[config.mk]
export PLATFORM = sky130hd
export DESIGN_NAME = alu_ex_stage
export DESIGN_NICKNAME = d
export VERILOG_FILES = /design/src/rtl/alu_ex_stage.sv
export SDC_FILE = /design/constraint.sdc
export NUM_CORES = 1
export LEC_CHECK = 0
export ABC_AREA = 1
export CORE_MARGIN = 3
export CORE_UTILIZATION = 43
export DETAILED_ROUTE_END_ITERATION = 6
export PLACE_DENSITY = 0.88
export SETUP_SLACK_MARGIN = 0.1
export SLEW_MARGIN = 20
export SYNTH_ARGS = -nofsm -noshare
export SYNTH_HDL_FRONTEND = slang
export SYNTH_SLANG_ARGS = --single-unit
export TNS_END_PERCENT = 1
[constraint.sdc]
create_clock -name clk -period 1.53 [get_ports clk]
set_input_delay 0.2295 -clock clk [delete_from_list [all_inputs] [get_ports clk]]
set_output_delay 0.2295 -clock clk [all_outputs]
set_load 0.01 [all_outputs]
[src/rtl/alu_ex_stage.sv]
// Execute stage: holds one decoded instruction in the EX register, drives the
// external 32-bit ALU from it and registers the ALU result toward MEM.
module alu_ex_stage #(
    parameter int WIDTH = 32
) (
    input  logic             clk,
    input  logic             rst_n,
    input  logic             in_valid,
    output logic             in_ready,
    input  logic [WIDTH-1:0] in_a,
    input  logic [WIDTH-1:0] in_b,
    input  logic [15:0]      in_imm,
    input  logic             in_alu_src,
    input  logic [1:0]       in_alu_op,
    input  logic [5:0]       in_funct,
    input  logic [4:0]       in_rd,
    input  logic             flush,
    output logic [WIDTH-1:0] alu_a,
    output logic [WIDTH-1:0] alu_b,
    output logic [2:0]       alu_ctr,
    input  logic [WIDTH-1:0] alu_res,
    input  logic             alu_zero,
    input  logic             alu_ovf,
    output logic             out_valid,
    input  logic             out_ready,
    output logic [WIDTH-1:0] out_res,
    output logic             out_zero,
    output logic [4:0]       out_rd,
    output logic             out_exc
);

    localparam logic [2:0] CTR_AND = 3'b000;
    localparam logic [2:0] CTR_OR  = 3'b001;
    localparam logic [2:0] CTR_ADD = 3'b010;
    localparam logic [2:0] CTR_SUB = 3'b110;
    localparam logic [2:0] CTR_SLT = 3'b111;

    logic             r_ex_valid;
    logic [WIDTH-1:0] r_ex_a;
    logic [WIDTH-1:0] r_ex_b;
    logic [15:0]      r_ex_imm;
    logic             r_ex_alu_src;
    logic [1:0]       r_ex_alu_op;
    logic [5:0]       r_ex_funct;
    logic [4:0]       r_ex_rd;

    logic             r_out_valid;
    logic [WIDTH-1:0] r_out_res;
    logic             r_out_zero;
    logic [4:0]       r_out_rd;
    logic             r_out_exc;

    logic             w_out_load;
    logic             w_in_ready;
    logic             w_ex_load;
    logic [2:0]       w_alu_ctr;
    logic             w_illegal;
    logic             w_signed_op;
    logic [WIDTH-1:0] w_alu_b;
    logic             w_trap;

    // Flush blocks both the OUT load and new acceptance in the same cycle.
    assign w_out_load = r_ex_valid & (~r_out_valid | out_ready) & ~flush;
    assign w_in_ready = ~flush & (~r_ex_valid | w_out_load);
    assign w_ex_load  = in_valid & w_in_ready;
    assign w_trap     = w_illegal | (alu_ovf & w_signed_op);

    // ALU control decode and trap qualification from the held instruction.
    always_comb begin
        w_alu_ctr   = CTR_ADD;
        w_illegal   = 1'b0;
        w_signed_op = 1'b0;
        case (r_ex_alu_op)
            2'b00: w_alu_ctr = CTR_ADD;
            2'b01: w_alu_ctr = CTR_SUB;
            2'b11: w_alu_ctr = CTR_OR;
            2'b10: begin
                case (r_ex_funct)
                    6'b100000: begin
                        w_alu_ctr   = CTR_ADD;
                        w_signed_op = 1'b1;
                    end
                    6'b100001: w_alu_ctr = CTR_ADD;
                    6'b100010: begin
                        w_alu_ctr   = CTR_SUB;
                        w_signed_op = 1'b1;
                    end
                    6'b100011: w_alu_ctr = CTR_SUB;
                    6'b100100: w_alu_ctr = CTR_AND;
                    6'b100101: w_alu_ctr = CTR_OR;
                    6'b101010: w_alu_ctr = CTR_SLT;
                    default: begin
                        w_alu_ctr = CTR_ADD;
                        w_illegal = 1'b1;
                    end
                endcase
            end
            default: w_alu_ctr = CTR_ADD;
        endcase
    end

    // B operand select; or-immediate zero-extends, everything else sign-extends.
    always_comb begin
        w_alu_b = r_ex_b;
        if (r_ex_alu_src) begin
            if (r_ex_alu_op == 2'b11) begin
                w_alu_b = {{(WIDTH-16){1'b0}}, r_ex_imm};
            end else begin
                w_alu_b = {{(WIDTH-16){r_ex_imm[15]}}, r_ex_imm};
            end
        end else begin
            w_alu_b = r_ex_b;
        end
    end

    // EX register: captures an accepted instruction, emptied by advance or flush.
    always_ff @(posedge clk or negedge rst_n) begin
        if (!rst_n) begin
            r_ex_valid   <= 1'b0;
            r_ex_a       <= {WIDTH{1'b0}};
            r_ex_b       <= {WIDTH{1'b0}};
            r_ex_imm     <= 16'h0000;
            r_ex_alu_src <= 1'b0;
            r_ex_alu_op  <= 2'b00;
            r_ex_funct   <= 6'b000000;
            r_ex_rd      <= 5'd0;
        end else if (flush) begin
            r_ex_valid <= 1'b0;
        end else if (w_ex_load) begin
            r_ex_valid   <= 1'b1;
            r_ex_a       <= in_a;
            r_ex_b       <= in_b;
            r_ex_imm     <= in_imm;
            r_ex_alu_src <= in_alu_src;
            r_ex_alu_op  <= in_alu_op;
            r_ex_funct   <= in_funct;
            r_ex_rd      <= in_rd;
        end else if (w_out_load) begin
            r_ex_valid <= 1'b0;
        end
    end

    // OUT register: takes the ALU result on advance, empties when MEM accepts.
    always_ff @(posedge clk or negedge rst_n) begin
        if (!rst_n) begin
            r_out_valid <= 1'b0;
            r_out_res   <= {WIDTH{1'b0}};
            r_out_zero  <= 1'b0;
            r_out_rd    <= 5'd0;
            r_out_exc   <= 1'b0;
        end else if (w_out_load) begin
            r_out_valid <= 1'b1;
            r_out_res   <= alu_res;
            r_out_zero  <= alu_zero;
            r_out_rd    <= r_ex_rd;
            r_out_exc   <= w_trap;
        end else if (r_out_valid && out_ready) begin
            r_out_valid <= 1'b0;
        end
    end

    assign in_ready  = w_in_ready;
    assign alu_a     = r_ex_a;
    assign alu_b     = w_alu_b;
    assign alu_ctr   = w_alu_ctr;
    assign out_valid = r_out_valid;
    assign out_res   = r_out_res;
    assign out_zero  = r_out_zero;
    assign out_rd    = r_out_rd;
    assign out_exc   = r_out_exc;

endmodule

After elaboration in Yosys (flattened, before gate mapping) --
Cells that the tools add are included.
Operators by class: reductions and logical operators 8, bitwise operators 11, multiplexer cells 13, eq/ne operators 10
Operators by type and width (count):
- 32-bit 2-to-1 mux | 2
- 6-bit == test, second input constant | 7
- 3-bit case mux with 4 select lines | 2
- 1-bit 2-to-1 mux | 9
- 7-bit OR reduction | 1
- 1-bit bitwise AND | 5
- 2-bit == test, second input constant | 2
- 2-bit OR reduction | 2
- 1-bit inverter | 3
- 1-bit OR | 3
- 3-bit nonzero test | 1
- 2-bit by 1-bit == test with 1-bit output, second input constant | 1
- 2-bit zero test | 1
- 2-bit AND reduction | 1
- 2-bit nonzero test | 1
- 1-bit logical AND | 1
Word-level totals: output and inout bits 108, input bits 133, register bits after elaboration 135, word-level logic and storage cells 55

Longest topological paths before layout --
depth after elaboration 9, depth in mapped cells 10, mapped depth without buffers 8

Worst setup path before layout --
Ideal clock, no wire load.
path type reg-to-output, from register r_ex_alu_src, to output port alu_b[10], path slack 269 ps, arrival time 1032 ps, buffers on the path 2, data required time 1300 ps, stages on the path, launching flop included 4, cell sequence dfrtp_1 buf_2 buf_2 mux2_2
Between the ends: cells in the longest elaborated chain, start to end 1
Ends and longest elaborated chain:
- from (decl) | RTL line 42 | logic r_ex_alu_src;
- from (signal assigned) | RTL line 134 | r_ex_alu_src <= in_alu_src;
- 32-bit 2-to-1 mux | RTL line 105 | if (r_ex_alu_src) begin
- to (decl) | RTL line 19 | output logic [WIDTH-1:0] alu_b,
Every way passes these cells.

Worst setup path in the final report --
from register r_ex_alu_src, to output port alu_b[2]
The elaborated chain is that of the path after synthesis.

==> metrics.cfg <==
[route]
vias=5471
drtIter0Drc=284
ant_nets=0
dr.pass1.iters=5
wirelength_um=17100
drc_errors=0
wire_per_inst_um=15.4
drt-vias-per-instance=4.92

[grt]
grt_max_degree=45
grt_pass1_vias=5291
grt_overflow=0
grtUsageTotal_pct=22.8
grt_pass1_wl_um=26500
antenna_found_initial=1

[synth]
syn_area_um2=5820
syn_avg_cell_area_um2=8.71
synth_seq_cells=135
synth_top_area_share_pct=58.1
ys.warnings.count=0
synth_area_leaders=dfrtp_1 58%, nand2_1 15%, nand3_1 8.5%
synth-seq-area-share_pct=58.1
synthCells=668
synthesis.nets=801
synthDominantAreaCellType=dfrtp_1
ys_types=20

[die]
die_x_um=122
io_pins=241
die-area_um2=15000
rows=41
fp.dieH_um=122
coreArea_um2=12900
start_util_pct=45.0

[hold_path]
hold_path_class=in2reg

[power_and_ir_drop]
p_per_area_nw_per_um2=1240
power_frac_seq_pct=38.4
p_switching_mw=3.12
p_int_mw=8.40
p_total_mw=11.5
power_frac_clock_pct=37.7
combPwrFrac_pct=23.9
p_sw_share_pct=27.1
leakage_nw=4.87
ir_worst_vdd_mv=0.720

[timing]
worst_slew_pin_slew_ps=341
maxSlewViolCount=0
rsz0062_at_grt=true
setup_viol=35
finalCritPeriodShare_pct=116
maxSlewHeadroom_pct=77.3
fin_crit_ps=1770
max_clock_freq_ghz=0.564
timing.final.ws_setup_ps=-243
skew_ps=5.94
finalHoldViolCount=0
hold_slack_ps=221

[finish]
multi_input_area_um2=2040
final_nets=1059
final_common_cell=nand2_1
ff_latch_area_um2=3380
area_growth_pct=59.6
layout-drive-gt1-share_pct=18.0
final_cell_mix=215 x nand2_1, 134 x dfrtp_1, 130 x clkdlybuf4s50_1
final_core_util_pct=71.8
nFillCells=958
fin_cells=1112

[run_status]
violations=negative setup slack
status=complete, but fails checks

[setup_path]
path_max_fanout=7
crit_path_start_kind=register
cp.arrival_ps=1540
required_ps=1300
crit_type=reg2out
end_kind=output port

[clock_tree]
cts_buffers=17
insertion_delay_ps=410
tritoncts=done
clk_pin_slew_ps=50
cts_max_level=4
cts-root-buf=clkbuf_16
clockBufferDepth=2
cts_sinks=135

[placement]
io_buffers=240
placed_cells=1070
gp_congestion=0.796
hpwl_um=12100
post-place-ws_ps=-271

[run]
max_cap_viol_count=0

-- routing by layer --
layer | track usage [%] | vias to the layer above | part of all wire [%]
li1 | - | 2627 | -
met1 | 26.0 | 2585 | 38
met2 | 39.0 | 232 | 50
met3 | 8.57 | 27 | 9.9
met4 | 8.75 | 0 | 2.3
met5 | 0 | - | 0
-- power by group through the flow --
stage	Clock (mW)	Sequential, mW	Combinational [mW]
2_1_floorplan	0	4.59	0.946
3_3_place_gp	0	4.45	2.81
3_5_place_dp	0	4.48	2.87
4_1_cts	4.43	4.42	2.68
5_1_grt	4.60	4.49	3.01
6_report	4.34	4.43	2.75
-- sequential cells by signal, indices dropped and copies added (netlist names), 2 cells and up --
register / flops
r_ex_funct: 6
r_ex_alu_op: 2
r_ex_imm: 16
out_rd: 5
out_res: 32
r_ex_rd: 5
r_ex_b: 32
alu_a: 32
-- synth_stat cells --
cell,instances
nor2_1,7
buf_8,1
buf_1,4
dfrtp_1,135
buf_4,4
a21oi_1,1
nand3_1,99
nand2_1,236
a31oi_1,1
nand3_2,1
nand2_4,1
buf_6,7
nor2_2,1
mux2_2,16
clkbuf_1,11
inv_1,67
inv_2,1
nand4_1,2
buf_2,17
o21ai_0,56
-- cell type report --
class | count | area share, %
tap | 172 | 2.32
sequential | 135 | 36.4
inverter | 68 | 2.78
clock inverter | 12 | 1.87
timing repair buffer | 283 | 29.6
clock buffer | 20 | 5.03
multi-input combinational | 421 | 22.0
antenna | 1 | 0.0270
-- critical path: stages (launching register included) --
cell and delay, ps:
dfrtp_2 410, buf_12 140, buf_8 120, mux2_2 340
buf_6 130
-- cells by family after synthesis --
group,Yosys count,share of synthesized area [%]
buffers and inverters,112,8.95
multiplexers,16,3.10
AO/OA/AOI/OAI,58,5.01
flip-flops,135,58.1
AND/OR/NAND/NOR,347,24.9
-- final timing paths --
kind | from | endpoint | slack (ps) | cells after the start
max reg2reg | out_valid | r_ex_imm[8] | 140 | 10
min | in_valid | alu_a[3] | 220 | 3
min reg2reg | alu_a[0] | alu_a[0] | 460 | 2
min in group asynchronous | rst_n | r_ex_b[4] | 280 | 2
max in group asynchronous | rst_n | alu_a[23] | 700 | 3
max | r_ex_alu_src | alu_b[2] | -240 | 4
-- metrics by stage --
stage | TNS (ps) | instance area [um^2]
CTS | -7280 | 9130
global placement | -22170 | 8550
detailed placement | -21250 | 8550
finish | -6150 | 9290
floorplan | 0 | 5820
global route | -8600 | 9290
-- what timing repair did --
item / in CTS / in global routing
cloned: 1 / 0
pin swaps: 2 / 7
hold buffers: 1 / 0
resized for setup: 267 / 43
endpoints found under the setup margin: 147 / 130
buffers inserted: 4 / 3
hold endpoints to repair: 30 / 0
Power figures use the tool's default switching activity.
